[src/rtl/ysyx_25040101_regfile_sb.sv]
// Integer register file with write-to-read bypass and per-register busy scoreboard.
// Latency: reads are combinational (zero cycles); writes and busy updates take effect after posedge.
// Backpressure: none; busy flags are exported so the stall unit can hold decode.
module ysyx_25040101_regfile_sb #(
  parameter int XLEN   = 32,
  parameter int NREGS  = 32,
  parameter int BYPASS = 1
) (
  input  logic                       clk,
  input  logic                       rst,
  input  logic [4:0]                 rs1_addr_i,
  input  logic [4:0]                 rs2_addr_i,
  output logic [XLEN-1:0]            rs1_data_o,
  output logic [XLEN-1:0]            rs2_data_o,
  output logic                       rs1_busy_o,
  output logic                       rs2_busy_o,
  input  logic                       wb_wen_i,
  input  logic [4:0]                 wb_addr_i,
  input  logic [XLEN-1:0]            wb_data_i,
  input  logic                       wb_clr_i,
  input  logic                       iss_valid_i,
  input  logic [4:0]                 iss_rd_i,
  output logic [$clog2(NREGS):0]     pend_cnt_o,
  output logic [NREGS*XLEN-1:0]      regs_flat_o
);

  localparam int CW = $clog2(NREGS) + 1;

  // Storage is sized to the full 5-bit address space so any address indexes
  // safely; entries at or above NREGS and entry 0 are never written.
  logic [XLEN-1:0] regs_q [32];
  logic [31:0]     busy_q;
  logic [31:0]     busy_nxt;
  logic [CW-1:0]   pend_q;

  logic wr_ok, clr_ok, iss_ok, set_inc, clr_dec;
  logic rs1_fwd, rs2_fwd;

  // x0 and addresses beyond the architectural count are not real registers.
  function automatic logic addr_ok(input logic [4:0] a);
    return (a != 5'd0) && ({27'd0, a} < 32'(NREGS));
  endfunction

  assign wr_ok  = wb_wen_i && addr_ok(wb_addr_i);
  assign clr_ok = wr_ok && wb_clr_i;
  assign iss_ok = iss_valid_i && addr_ok(iss_rd_i);

  // Counter moves only on real idle->busy and busy->idle transitions; a
  // same-register issue+retire keeps the bit set, so it must not decrement.
  assign set_inc = iss_ok && !busy_q[iss_rd_i];
  assign clr_dec = clr_ok && busy_q[wb_addr_i] && !(iss_ok && (iss_rd_i == wb_addr_i));

  assign rs1_fwd = (BYPASS != 0) && wr_ok && (rs1_addr_i == wb_addr_i);
  assign rs2_fwd = (BYPASS != 0) && wr_ok && (rs2_addr_i == wb_addr_i);

  assign rs1_data_o = !addr_ok(rs1_addr_i) ? '0 : (rs1_fwd ? wb_data_i : regs_q[rs1_addr_i]);
  assign rs2_data_o = !addr_ok(rs2_addr_i) ? '0 : (rs2_fwd ? wb_data_i : regs_q[rs2_addr_i]);

  // A retiring writeback forwarded this cycle satisfies the dependency, so no stall.
  assign rs1_busy_o = addr_ok(rs1_addr_i) && busy_q[rs1_addr_i] && !(rs1_fwd && wb_clr_i);
  assign rs2_busy_o = addr_ok(rs2_addr_i) && busy_q[rs2_addr_i] && !(rs2_fwd && wb_clr_i);

  assign pend_cnt_o = pend_q;

  // Next busy vector: retire clears first, then a same-cycle issue re-sets (younger op wins).
  always_comb begin
    busy_nxt = busy_q;
    if (clr_ok) busy_nxt[wb_addr_i] = 1'b0;
    if (iss_ok) busy_nxt[iss_rd_i]  = 1'b1;
  end

  // Register file storage; reset clears every entry.
  always_ff @(posedge clk) begin
    if (rst) begin
      for (int i = 0; i < 32; i++) regs_q[i] <= '0;
    end else if (wr_ok) begin
      regs_q[wb_addr_i] <= wb_data_i;
    end
  end

  // Scoreboard bits and pending counter; reset dominates issue and retire.
  always_ff @(posedge clk) begin
    if (rst) begin
      busy_q <= '0;
      pend_q <= '0;
    end else begin
      busy_q <= busy_nxt;
      pend_q <= pend_q + CW'(set_inc) - CW'(clr_dec);
    end
  end

  genvar g;
  generate
    for (g = 0; g < NREGS; g++) begin : g_flat
      assign regs_flat_o[g*XLEN +: XLEN] = regs_q[g];
    end
  endgenerate

endmodule

[config.mk]
export PLATFORM = sky130hd
export DESIGN_NAME = ysyx_25040101_regfile_sb
export DESIGN_NICKNAME = d
export VERILOG_FILES = /design/src/rtl/ysyx_25040101_regfile_sb.sv
export SDC_FILE = /design/constraint.sdc
export NUM_CORES = 2
export LEC_CHECK = 0
export BUFFER_PORTS_ARGS = -buffer_cell sky130_fd_sc_hd__buf_2
export CORE_AREA = 2 2 447 449
export DETAILED_ROUTE_END_ITERATION = 8
export DIE_AREA = 0 0 449 451
export SYNTH_ARGS = -nofsm -noshare
export SYNTH_HDL_FRONTEND = slang
export SYNTH_SLANG_ARGS = --single-unit
export TNS_END_PERCENT = 1
[constraint.sdc]
create_clock -name clk -period 4.48 [get_ports clk]
set_clock_uncertainty 0.15 [all_clocks]
set_input_delay 0.896 -clock clk [delete_from_list [all_inputs] [get_ports clk]]
set_output_delay 0.896 -clock clk [all_outputs]
set_load 0.05 [all_outputs]
* Yosys cells after proc, flatten, opt, wreduce, memory -nomap -nowiden
Memory sizes are Yosys's and may differ from the RTL's.
Cells that the tools add are included.
** Storage, ports and cells
- Flip-flop bits (word level) :: 38
- Memory bits (writable) :: 1024
- Memories :: 1
** Operators by class
- Add/subtract/negate cells :: 2
- Order comparisons :: 6
- Equality and inequality tests :: 3
- Muxes and demuxes :: 26
- Bitwise operators :: 3
- Reduce and logical (&&, ||, !) cells :: 26
** Memories
- regs_q :: depth 32, width 32, read ports 34, clocked after memory_dff 0, write ports 32, line 31 : logic [XLEN-1:0] regs_q [32];
** Operators with widths (number)
- 2-to-1 mux 32 bit :: 7
- AND 32 bit :: 1
- NOT 32 bit :: 1
- OR 32 bit :: 1
- OR reduction 32 bit :: 1
- < comparator 5 x 6 -> 1 bit (second input constant) :: 4
- binary-select mux 1 bit (select 5 bit) :: 4
- nonzero test 5 bit :: 4
- logical AND 1 bit :: 17
- == test 5 bit :: 3
- 2-to-1 mux 1 bit :: 12
- demux 1 bit (select 5 bit) :: 2
- greater-or-equal comparator 5 x 1 -> 1 bit (second input constant) :: 2
- adder 6 x 1 -> 6 bit :: 1
- subtractor 6 x 1 -> 6 bit :: 1
- 2-to-1 mux 5 bit :: 1
- logical NOT 1 bit :: 4

* Logic depth before layout (Yosys ltp)
- Word-level depth :: 9
- Depth in mapped cells :: 17

* Least setup slack after synthesis
No wires, ideal clock.
- Kind :: input -> output
- Start point :: input port wb_addr_i[3]
- End point :: output port rs2_data_o[19]
- Data arrival time :: 3.321 ns
- Setup slack :: 0.113 ns
- Stages :: 7
- Buffers on the path :: 3
- Path through :: buf_6 > or3_1 > buf_2 > or3_4 > and4_4 > clkbuf_1 > o21ai_0
** On the way
- Longest elaborated chain between the ends :: 5
- Elaborated cells between the ends (all ways) :: 6
- Classes of those cells :: eq/ne: 1; mux: 2; reduce/logical: 3
** RTL lines
- start: declaration :: line 18 : input logic [4:0] wb_addr_i,
- nonzero test 5 bit :: line 41 : return (a != 5'd0) && ({27'd0, a} < 32'(NREGS));
- logical AND 1 bit :: line 44 : assign wr_ok = wb_wen_i && addr_ok(wb_addr_i);
- logical AND 1 bit (*) :: line 54 : assign rs2_fwd = (BYPASS != 0) && wr_ok && (rs2_addr_i == wb_addr_i);
- 2-to-1 mux 32 bit (*) (2 in a row) :: line 57 : assign rs2_data_o = !addr_ok(rs2_addr_i) ? '0 : (rs2_fwd ? wb_data_i : regs_q[rs2_addr_i]);
- end: declaration :: line 14 : output logic [XLEN-1:0] rs2_data_o,
Every way passes the cells marked *; elsewhere a longest branch is shown, timed or not.

* Final worst setup path
- Start point :: input port rs2_addr_i[0]
- End point :: output port rs2_data_o[3]
** On the way
- Longest elaborated chain between the ends :: 4
- Elaborated cells between the ends (all ways) :: 6
- Classes of those cells :: eq/ne: 1; mux: 2; reduce/logical: 2; memory: 1
** RTL lines
- start: declaration :: line 12 : input logic [4:0] rs2_addr_i,
- branches (longest 3 deep; another with memory read (32 x 32 bit))
- 2-to-1 mux 32 bit (*) :: line 57
Every way passes the cells marked *.

==> flow_summary.json <==
{
  "hold_class": "in2reg",
  "slew_viol_final": 0,
  "slowest_delay_ns": 0.47,
  "dpl.hpwl_um": 300000,
  "path_class": "in2out",
  "grt_pass1_wl_um": 510000,
  "ys_ff_latch": 1062,
  "maxCapViolations": 0,
  "io_buffers": 1152,
  "cts_tree": "yes",
  "area_delta_synth_final_pct": 29.6,
  "synth_xor_area_share_pct": 0.298,
  "clock.fmax_mhz": 217,
  "worst_slack_ns": -0.137,
  "fin_crit_sh_pct": 103,
  "slew_headroom_pct": 22.6,
  "syn_avg_cell_area_sq_um": 13.5,
  "die_width_um": 449,
  "status": "finished with violations",
  "holdPathEnd": "regs_q[13][24]",
  "coreArea_sq_mm": 0.198,
  "die_y_um": 451,
  "synth_adder_area_share_pct": 0.162,
  "synth-compound-area-share_pct": 6.98,
  "syn_area_sq_mm": 0.0588,
  "finalSetupViolCount": 17,
  "grt.overflow.total": 0,
  "whs_path_depth": 2,
  "synthCells": 4354,
  "wl_per_cell_um": 47.1,
  "timing.rr.start": "busy_q[19]",
  "async_flop_share_pct": 0,
  "clock_power_share_pct": 35.6,
  "cp_cell_sequence": "buf_12 > buf_12 > buf_12 > buf_4 > mux2i_1 > a221oi_2 > o32a_1 > a21oi_1 > o21ai_1 > buf_4 > buf_2",
  "power.net_switching_mw": 11.1,
  "power_frac_comb_pct": 24.8,
  "grt_pass1_vias": 48900,
  "via_per_inst": 6.08,
  "drive_above_1_share_pct": 41.0,
  "min_from": "wb_data_i[24]",
  "synthSimpleGateAreaFrac_pct": 14.1,
  "grt_util_all_layers_pct": 38.4,
  "regToRegSetupSlack_ns": 0.96,
  "power.density_mw_per_mm2": 403,
  "arrival_ns": 3.57,
  "r2r_end": "pend_cnt_o[4]",
  "first_pass_iters": 8,
  "ir_worst_vdd_mv": 0.314,
  "drc": 0,
  "muxShareOfSynthArea_pct": 20.9,
  "synth_edf_count": 1024,
  "rows": 164,
  "sw_frac_of_total_pct": 36.3,
  "p_int_mw": 19.6,
  "holdWs_ns": 0.356,
  "vias": 51700,
  "yosysSeqAreaShare_pct": 53.6,
  "synth_top_family_by_area": "multiplexers",
  "cts_buffers": 134,
  "critical_path.max_fanout": 24,
  "rsz0062_at_grt": "yes",
  "power_mw": 30.7,
  "sequentialPowerShare_pct": 39.7,
  "cp-end-kind": "output port",
  "synth_cell_types": 81,
  "clkLatencyLatePin_ns": 0.85,
  "ios": 1153,
  "violations": "setup timing",
  "gp_congestion": 0.995,
  "die-area_sq_mm": 0.202,
  "crit_required_ns": 3.43,
  "finalWirelength_um": 401000,
  "clk_path_buf_depth": 3,
  "nNetsFinal": 5789,
  "worst_slew_pin_slew_ns": 1.15,
  "antenna_found_initial": 47,
  "grt_max_degree": 102,
  "p_leak_nw": 29.6,
  "synthFlopType": "edfxtp_1",
  "cts.sinks": 1062,
  "cp-start-kind": "input pin",
  "cts_max_level": 4,
  "start_util_pct": 29.7,
  "yosysWarnings": 0,
  "cts_hold_buf": 0,
  "root_buffer": "clkbuf_16",
  "post-route-min-period_ns": 4.62,
  "cp_slowest_cell": "a221oi_2",
  "clkSlewWorstSetupHoldPaths_ns": 0.05,
  "finalHoldViolations": 0,
  "r2r_cells": 13,
  "drt_iter0_markers": 8005,
  "crit_top_cell": "buf_12",
  "ant_nets": 0
}
[how the worst max path moves through the flow]
stage | slack (ns) | end | from | depth (start not counted)
after floorplan | 0.11 | rs2_data_o[19] | wb_addr_i[3] | 7
after global placement | -1.01 | rs2_data_o[19] | rs2_addr_i[0] | 12
after detailed placement | -0.97 | rs2_data_o[19] | rs2_addr_i[0] | 12
after CTS | -0.18 | rs1_data_o[19] | rs1_addr_i[0] | 12
after global routing | -0.14 | rs2_data_o[3] | rs2_addr_i[0] | 11
final | -0.14 | rs2_data_o[3] | rs2_addr_i[0] | 11
[cells by family (layout without fill, tap and decap cells)]
group                      after synthesis  after routing
other                                    1             61
muxes                                  766            766
buffers and inverters                  459           1903
xor gates and xnor gates                20             20
adders and majority gates                7              7
AOI/OAI and AO/OA                      624            624
and+or+nand+nor                       1415           1415
DFF                                   1062           1062
[repair_timing]
item,CTS,global route
setup buffers,10,2
resized for setup,41,39
pin swaps,3,4
setup endpoints to repair,30,30
gates cloned,0,0
[power by group through the flow]
stage / clock (mW) / sequential [mW] / combinational (mW)
after floorplan: 0 / 13.9 / 2.30
after global placement: 0 / 12.3 / 7.41
after detailed placement: 0 / 12.3 / 7.40
after CTS: 10.9 / 12.1 / 7.46
after global routing: 11.3 / 12.2 / 7.65
final: 10.9 / 12.2 / 7.61
[worst max-delay path, delay by kind of cell]
family                 cells  cell delay (ns)
buffers and inverters      6             1.30
AOI/OAI and AO/OA          4             1.11
muxes                      1             0.12
[layout by cell type (no fill, tap or decap), types with 13 or more instances in the layout]
| cell | synthesis | routed |
|---|---|---|
| buf_2 | 60 | 1113 |
| o21ai_0 | 113 | 110 |
| conb_1 | 1 | 32 |
| diode_2 | 0 | 29 |
| nand2b_1 | 19 | 18 |
| dfxtp_1 | 38 | 38 |
| clkinv_1 | 1 | 25 |
| nor3_1 | 19 | 17 |
| a221oi_1 | 42 | 31 |
| inv_1 | 16 | 14 |
| o22ai_1 | 43 | 43 |
| and3_1 | 14 | 13 |
| clkbuf_16 | 0 | 135 |
| or2_4 | 0 | 15 |
| nand4_1 | 16 | 16 |
| buf_4 | 39 | 400 |
| a221o_1 | 17 | 17 |
| a21oi_1 | 168 | 159 |
| mux4_2 | 369 | 369 |
| nor2_1 | 108 | 68 |
| a22oi_1 | 76 | 71 |
| nand2_1 | 129 | 125 |
| or2_2 | 35 | 21 |
| mux2_2 | 22 | 22 |
| clkinv_2 | 0 | 26 |
| nor2b_1 | 29 | 24 |
| and2_1 | 996 | 994 |
| mux2i_1 | 375 | 368 |
| buf_12 | 5 | 120 |
| nor2_4 | 0 | 36 |
| a31oi_1 | 20 | 19 |
| a211oi_1 | 32 | 27 |
| xor2_1 | 15 | 15 |
| edfxtp_1 | 1024 | 1024 |
| nand3_1 | 15 | 15 |
| clkbuf_1 | 291 | 22 |
| o211ai_1 | 32 | 32 |
[stage by stage]
step / setup slack (ns) / util, % / TNS (ns) / instance area (sq um) / instances
2_1_floorplan: 0.113 / - / 0 / 59000 / 4385
3_3_place_gp: -1.01 / 36.0 / -6.91 / 71400 / 8233
4_1_cts: -0.180 / 38.3 / -1.15 / 75900 / 8483
3_5_place_dp: -0.974 / 36.0 / -6.57 / 71400 / 8233
6_report: -0.137 / 38.5 / -0.877 / 76200 / 8514
5_1_grt: -0.137 / 38.4 / -0.420 / 76200 / 8488
[Yosys cell counts (7+ instances only)]
| cell | count | share of area [%] |
|---|---|---|
| nor2_1 | 108 | 0.69 |
| a211oi_1 | 32 | 0.41 |
| o22a_1 | 8 | 0.12 |
| edfxtp_1 | 1024 | 52 |
| a211o_1 | 9 | 0.13 |
| nand3_1 | 15 | 0.13 |
| nand4_1 | 16 | 0.17 |
| mux2i_1 | 375 | 6.4 |
| mux2_2 | 22 | 0.42 |
| a221oi_1 | 42 | 0.63 |
| nand2_1 | 129 | 0.82 |
| and2_1 | 996 | 11 |
| or2_2 | 35 | 0.37 |
| nor3_1 | 19 | 0.16 |
| buf_6 | 35 | 0.67 |
| nor2b_1 | 29 | 0.31 |
| o21bai_1 | 7 | 0.089 |
| a31oi_1 | 20 | 0.21 |
| o211ai_1 | 32 | 0.41 |
| clkbuf_1 | 291 | 1.9 |
| mux4_2 | 369 | 14 |
| nand2b_1 | 19 | 0.20 |
| a22oi_1 | 76 | 0.97 |
| a22o_1 | 7 | 0.10 |
| buf_2 | 60 | 0.51 |
| o211a_1 | 7 | 0.12 |
| buf_1 | 7 | 0.045 |
| a221o_1 | 17 | 0.29 |
| o21ai_0 | 113 | 0.96 |
| xor2_1 | 15 | 0.22 |
| a21oi_1 | 168 | 1.4 |
| o22ai_1 | 43 | 0.46 |
| buf_4 | 39 | 0.50 |
| and3_1 | 14 | 0.15 |
| inv_1 | 16 | 0.10 |
| nor4_1 | 7 | 0.074 |
| o21ai_1 | 7 | 0.060 |
| dfxtp_1 | 38 | 1.3 |
[registers in the layout, summed over array words and instances (netlist names)]
register,cells
pend_cnt_o,6
regs_q,1024
busy_q,32
[layer usage]
layer | track usage (%) | share of wire (%)
met3 | 11.0 | 11
met5 | 0 | 0.033
met1 | 44.6 | 34
met2 | 60.2 | 45
met4 | 29.1 | 9.6
[layout make-up]
| cell class | count | area [sq um] |
|---|---|---|
| multi-input combinational | 2864 | 25900 |
| inverter | 17 | 67.6 |
| clock inverter | 82 | 774 |
| antenna | 29 | 72.6 |
| sequential | 1062 | 31500 |
| timing repair buffer | 1646 | 11200 |
| clock buffer | 158 | 3470 |
| tap | 2656 | 3320 |
| fill | 19100 | 122000 |
Power figures use the tool's default switching activity.
